## config.mk

```make
export PLATFORM = sky130hd
export DESIGN_NAME = clk_div_prog
export DESIGN_NICKNAME = d
export VERILOG_FILES = /design/src/rtl/clk_div_prog.sv
export SDC_FILE = /design/constraint.sdc
export NUM_CORES = 1
export LEC_CHECK = 0
export ABC_AREA = 1
export CELL_PAD_IN_SITES_DETAIL_PLACEMENT = 2
export CELL_PAD_IN_SITES_GLOBAL_PLACEMENT = 2
export CORE_MARGIN = 2
export CORE_UTILIZATION = 28
export DETAILED_ROUTE_END_ITERATION = 10
export PLACE_DENSITY_LB_ADDON = 0.1
export SETUP_SLACK_MARGIN = 0.05
export SLEW_MARGIN = 20
export SYNTH_ARGS = -nofsm -noshare
export SYNTH_HDL_FRONTEND = slang
export SYNTH_SLANG_ARGS = --single-unit
```

## constraint.sdc

```tcl
create_clock -name clkin -period 2.4 [get_ports clkin]
set_input_delay 0.6 -clock clkin [delete_from_list [all_inputs] [get_ports clkin]]
set_output_delay 0.6 -clock clkin [all_outputs]
set_load 0.02 [all_outputs]
```

## src/rtl/clk_div_prog.sv

```systemverilog
// Programmable integer clock divider with glitch-free ratio change and start/stop.
// Define CLK_DIV_ODD50_EN to enable the negedge helper flop that gives 50% duty for odd ratios.
`timescale 1ns/1ps
module clk_div_prog #(
  parameter int unsigned CNT_W   = 8,
  parameter int unsigned DEF_DIV = 3
) (
  input  logic             clkin,
  input  logic             rst_n,
  input  logic             en,
  input  logic             load,
  input  logic [CNT_W-1:0] div_ratio,
  output logic             clkout,
  output logic             tick,
  output logic             busy,
  output logic [CNT_W-1:0] ratio_cur
);

  typedef enum logic {IDLE, RUN} state_t;

  localparam logic [CNT_W-1:0] RATIO_RST = CNT_W'(DEF_DIV);
  localparam logic [CNT_W-1:0] ONE       = CNT_W'(1);
  localparam logic [CNT_W-1:0] MIN_RATIO = CNT_W'(2);

  state_t           state;
  logic [CNT_W-1:0] cnt;
  logic [CNT_W-1:0] pending;
  logic [CNT_W-1:0] cnt_nxt;
  logic [CNT_W-1:0] half;
  logic [CNT_W-1:0] load_val;
  logic             at_end;
  logic             apply;
  logic             pos_q;
  logic             neg_q;

  always_comb begin
    load_val = (div_ratio < MIN_RATIO) ? MIN_RATIO : div_ratio;
    at_end   = (cnt == ratio_cur - ONE);
    cnt_nxt  = at_end ? '0 : cnt + ONE;
    half     = ratio_cur >> 1;
    // a pending ratio may only take effect where a new period can begin
    apply    = (state == IDLE) || at_end;
  end

  always_ff @(posedge clkin or negedge rst_n) begin
    if (!rst_n) begin
      state     <= IDLE;
      cnt       <= '0;
      pos_q     <= 1'b0;
      tick      <= 1'b0;
      busy      <= 1'b0;
      pending   <= RATIO_RST;
      ratio_cur <= RATIO_RST;
    end else begin
      if (load)
        pending <= load_val;
      if (apply && busy)
        ratio_cur <= pending;
      busy <= load | (busy & ~apply);

      case (state)
        IDLE: begin
          cnt   <= '0;
          pos_q <= en;
          tick  <= en;
          if (en)
            state <= RUN;
        end
        RUN: begin
          if (at_end) begin
            cnt   <= '0;
            pos_q <= en;
            tick  <= en;
            if (!en)
              state <= IDLE;
          end else begin
            cnt   <= cnt_nxt;
            pos_q <= (cnt_nxt < half);
            tick  <= 1'b0;
          end
        end
        default: begin
          state <= IDLE;
          cnt   <= '0;
          pos_q <= 1'b0;
          tick  <= 1'b0;
        end
      endcase
    end
  end

`ifdef CLK_DIV_ODD50_EN
  // stretches the high phase by half a clkin cycle for odd ratios only
  always_ff @(negedge clkin or negedge rst_n) begin
    if (!rst_n)
      neg_q <= 1'b0;
    else
      neg_q <= pos_q & ratio_cur[0];
  end
`else
  assign neg_q = 1'b0;
`endif

  assign clkout = pos_q | neg_q;

endmodule
```

==> results.py, run 1 <==
metrics = {
    "sta": {
        "rsz0062_at_grt": "true",
        "min_period_over_period": 0.912,
        "final.min_clock_period_ns": 2.19,
        "hold_viol_final": 0,
        "max_slew.worst_pin.slew_ns": 0.542,
        "fin_tns_setup_ns": 0,
        "max_freq_mhz": 457,
        "count_of_pins_over_their_slew_limit": 0,
        "worst_slack_ns": 0.211,
        "finalSetupViolations": 0,
        "slew-limit-headroom": 0.637,
        "timing.clock.skew_ns": 0.0122,
    },
    "global_route": {
        "grt_antenna_before_repair": 0,
        "grt_remaining_overflow": 0,
        "total_routing_usage_reported_by_global_routing": 0.159,
        "via_count_of_the_first_global_routing_pass": 1656,
        "pin_count_of_the_biggest_net_entering_global_routing": 29,
        "grt_first_pass_wirelength_microns": 7910,
    },
    "setup_path": {
        "worst_path_max_delay_cell": "sky130_fd_sc_hd__dfstp_2",
        "timing.critical_path.cells": "inv_2 -> ha_4 -> buf_4 -> nand2_2 -> nand3_2 -> nand2_2 -> inv_2 -> nand3_2 -> nor2_4 -> nand2_4 -> inv_8 -> nor2_4 -> ha_4 -> a21oi_2 -> nand2_1 -> nand2_1 -> nand2_1 -> nand2_1",
        "cp_slowest_stage_delay_ns": 0.56,
        "setup.worst_path.end_class": "flip-flop",
        "worst_ep_required_time_ns": 2.64,
        "worst-path-max-fanout": 6,
        "timing.setup.critical_path_class": "reg -> reg",
        "critical_path.startpoint_type": "flip-flop",
        "dominant_cell_type_by_count_on_the_critical_path": "sky130_fd_sc_hd__nand2_1",
        "timing.critical_path.max_delay_family": "simple AND/OR/NAND/NOR gates",
        "worst_ep_arrival_time_ns": 2.43,
        "cp.buffers_inverters": 4,
    },
    "run": {
        "cap_viol_max_count": 0,
    },
    "routing": {
        "via_count": 1473,
        "drc": 0,
        "finalWirelength_microns": 4830,
        "drt_iter0_markers": 25,
        "routed_wire_length_per_instance_microns": 14.9,
        "vias_per_cell": 4.55,
        "final_antenna_violating_net_count": 0,
        "firstDrtPassIters": 4,
    },
    "cells_and_area": {
        "postLayoutCoreUtil": 0.394,
        "num-nets-final": 270,
        "layout-area-overhead-vs-synth_pct": 37.4,
        "filler_cell_count": 663,
        "post_route_cells_drive_above_1_share": 0.317,
        "final_cell_count_no_fill": 324,
        "antenna_cells_inserted": 0,
    },
    "place": {
        "buffer_ports.inserted": 22,
        "dp_worst_setup_slack_ns": 0.0607,
        "place_inst": 315,
        "rd_place_congestion": 0.710,
        "dp_hpwl_microns": 3590,
    },
    "die": {
        "row_count": 28,
        "floorplan.io_pins": 23,
        "die-area_sq_um": 6630,
        "core_region_area_sq_um": 5850,
        "die_width_microns": 81.4,
        "initial_core_utilization": 0.287,
        "die_height_microns": 81.4,
    },
    "cts": {
        "clk-insertion-delay-late_ns": 0.29,
        "buffer_levels_on_the_longest_clock_path": 2,
        "tritoncts.num_buffers": 3,
        "cts-root-buf": "sky130_fd_sc_hd__clkbuf_8",
        "clock_tree.htree_level_count": 1,
        "clock_pin_slew_on_the_worst_setup_and_hold_paths_ns": 0.11,
        "cts.sink_count": 28,
        "tritoncts": "yes",
    },
    "yosys": {
        "asyncSetResetFlopFracSynth": 1.00,
        "post_synth.cell_area_avg_sq_um": 7.81,
        "synth_edf_count": 0,
        "synth_seq_cells": 28,
        "syn-num-nets": 235,
        "post_synth_inst_count": 215,
        "synth_sequential_area_ratio": 0.420,
        "yosys.cell_types.count": 28,
        "post_synth_instance_area_sq_um": 1680,
        "synth-warning-count": 0,
        "synth_ff_type": "sky130_fd_sc_hd__dfrtp_1",
    },
    "worst_hold_path": {
        "worstHoldPathType": "reg -> reg",
    },
    "power": {
        "worst_vdd_ir_mv": 0.204,
        "power_per_unit_of_standard_cell_area_nw_per_um2": 407,
        "total_leakage_power_nw": 1.09,
    },
    "run_status": {
        "run_status": "finished clean",
    },
}
state kept, by name, summed over array words and instances, names as in the netlist:
name,count
clkout,1
ratio_cur,8
tick,1
busy,1
cnt,8
state,1
pending,8
cell families after synthesis:
family | count (synthesis) | share of synthesized area
compound gates | 28 | 0.107
xor+xnor | 9 | 0.0469
fa+ha+maj | 8 | 0.0596
buf+inv | 39 | 0.0961
flops | 28 | 0.420
simple gates | 103 | 0.270
power breakdown:
part	internal (mW)	leakage (nW)	switching, mW	total [mW]
Combinational	0.0230	0.713	0.0308	0.0538
Sequential	0.486	0.337	0.00310	0.489
Clock	0.224	0.0357	0.172	0.396
cell usage after synthesis, drive strengths merged, types with 2 or more instances:
cell type / count / area share
nand3: 10 / 0.033
a21oi: 2 / 0.0060
dfrtp: 24 / 0.36
buf: 2 / 0.013
dfstp: 4 / 0.063
o21ai: 24 / 0.092
ha: 8 / 0.060
xnor2: 5 / 0.026
xor2: 4 / 0.021
nand2: 61 / 0.15
nor3: 3 / 0.012
inv: 36 / 0.080
nor2: 26 / 0.066
cell type report:
cell class | instances | area [sq um] | share of cell area
Multi-Input combinational cell | 148 | 980 | 0.425
Sequential cell | 28 | 709 | 0.307
Timing Repair Buffer | 33 | 310 | 0.134
Inverter | 36 | 143 | 0.0618
Tap cell | 75 | 93.8 | 0.0407
Clock buffer | 3 | 41.3 | 0.0179
Clock inverter | 1 | 30.0 | 0.0130
layer usage:
| metal | vias to the layer above | routed length (microns) | global-route usage |
|---|---|---|---|
| li1 | 736 | - | - |
| met1 | 717 | 2220 | 0.202 |
| met2 | 15 | 2460 | 0.275 |
| met3 | 5 | 83 | 0.0209 |
| met4 | 0 | 64 | 0.0559 |
| met5 | - | 0 | 0 |
worst register-to-register path: stages, from the launching register on:
cell,delay (ns)
sky130_fd_sc_hd__dfstp_2,0.56
sky130_fd_sc_hd__inv_2,0.05
sky130_fd_sc_hd__ha_4,0.17
sky130_fd_sc_hd__buf_4,0.14
sky130_fd_sc_hd__nand2_2,0.06
sky130_fd_sc_hd__nand3_2,0.07
sky130_fd_sc_hd__nand2_2,0.07
sky130_fd_sc_hd__inv_2,0.03
sky130_fd_sc_hd__nand3_2,0.08
sky130_fd_sc_hd__nor2_4,0.04
sky130_fd_sc_hd__nand2_4,0.10
sky130_fd_sc_hd__inv_8,0.06
sky130_fd_sc_hd__nor2_4,0.11
sky130_fd_sc_hd__ha_4,0.22
sky130_fd_sc_hd__a21oi_2,0.15
sky130_fd_sc_hd__nand2_1,0.07
sky130_fd_sc_hd__nand2_1,0.06
sky130_fd_sc_hd__nand2_1,0.05
sky130_fd_sc_hd__nand2_1,0.06
repair_timing:
action,CTS,global route
setup endpoints to repair,1,9
hold buffers,0,0
pin swaps,1,18
setup buffers,0,5
cloned,0,0
gates resized for setup,3,47
worst paths after layout:
| check | from | to | slack [ns] | cells after the start |
|---|---|---|---|---|
| max in group asynchronous | rst_n | ratio_cur[0] | 1.39 | 2 |
| min in group asynchronous | rst_n | cnt[3] | 0.69 | 2 |
| min reg2reg | pending[1] | ratio_cur[1] | 0.50 | 2 |
| max | ratio_cur[1] | clkout | 0.21 | 18 |
| max reg2reg | ratio_cur[1] | clkout | 0.21 | 18 |
| min | pending[1] | ratio_cur[1] | 0.50 | 2 |
through the flow:
step / power [mW] / hold slack, ns / area (sq um)
floorplan: 0.516 / 0.304 / 1680
global placement: 0.553 / 0.487 / 2010
detailed placement: 0.554 / 0.493 / 2010
CTS: 0.957 / 0.510 / 2100
global route: 0.983 / 0.531 / 2310
finish: 0.939 / 0.502 / 2310
cells in the final DEF (no fill, tap or decap), types with 5 or more instances in the layout:
cell type,count
sky130_fd_sc_hd__buf_4,9
sky130_fd_sc_hd__dfrtp_1,21
sky130_fd_sc_hd__nand2_2,14
sky130_fd_sc_hd__o21ai_2,9
sky130_fd_sc_hd__nor2_4,8
sky130_fd_sc_hd__inv_1,27
sky130_fd_sc_hd__nor2_1,16
sky130_fd_sc_hd__nand2_1,45
sky130_fd_sc_hd__nand3_1,5
sky130_fd_sc_hd__clkdlybuf4s50_1,22
sky130_fd_sc_hd__o21ai_0,12
sky130_fd_sc_hd__inv_2,8
sky130_fd_sc_hd__xnor2_1,5
No activity file was read; power rests on OpenSTA's default activity.
==> run 2, diff against run 1 <==
--- a/config.mk
+++ b/config.mk
@@ -13,7 +13,6 @@
 export DETAILED_ROUTE_END_ITERATION = 10
 export PLACE_DENSITY_LB_ADDON = 0.1
 export SETUP_SLACK_MARGIN = 0.05
-export SLEW_MARGIN = 20
 export SYNTH_ARGS = -nofsm -noshare
 export SYNTH_HDL_FRONTEND = slang
 export SYNTH_SLANG_ARGS = --single-unit
==> results of run 2 <==
Same layout as run 1: the final DEF is identical, and so are final timing and power.
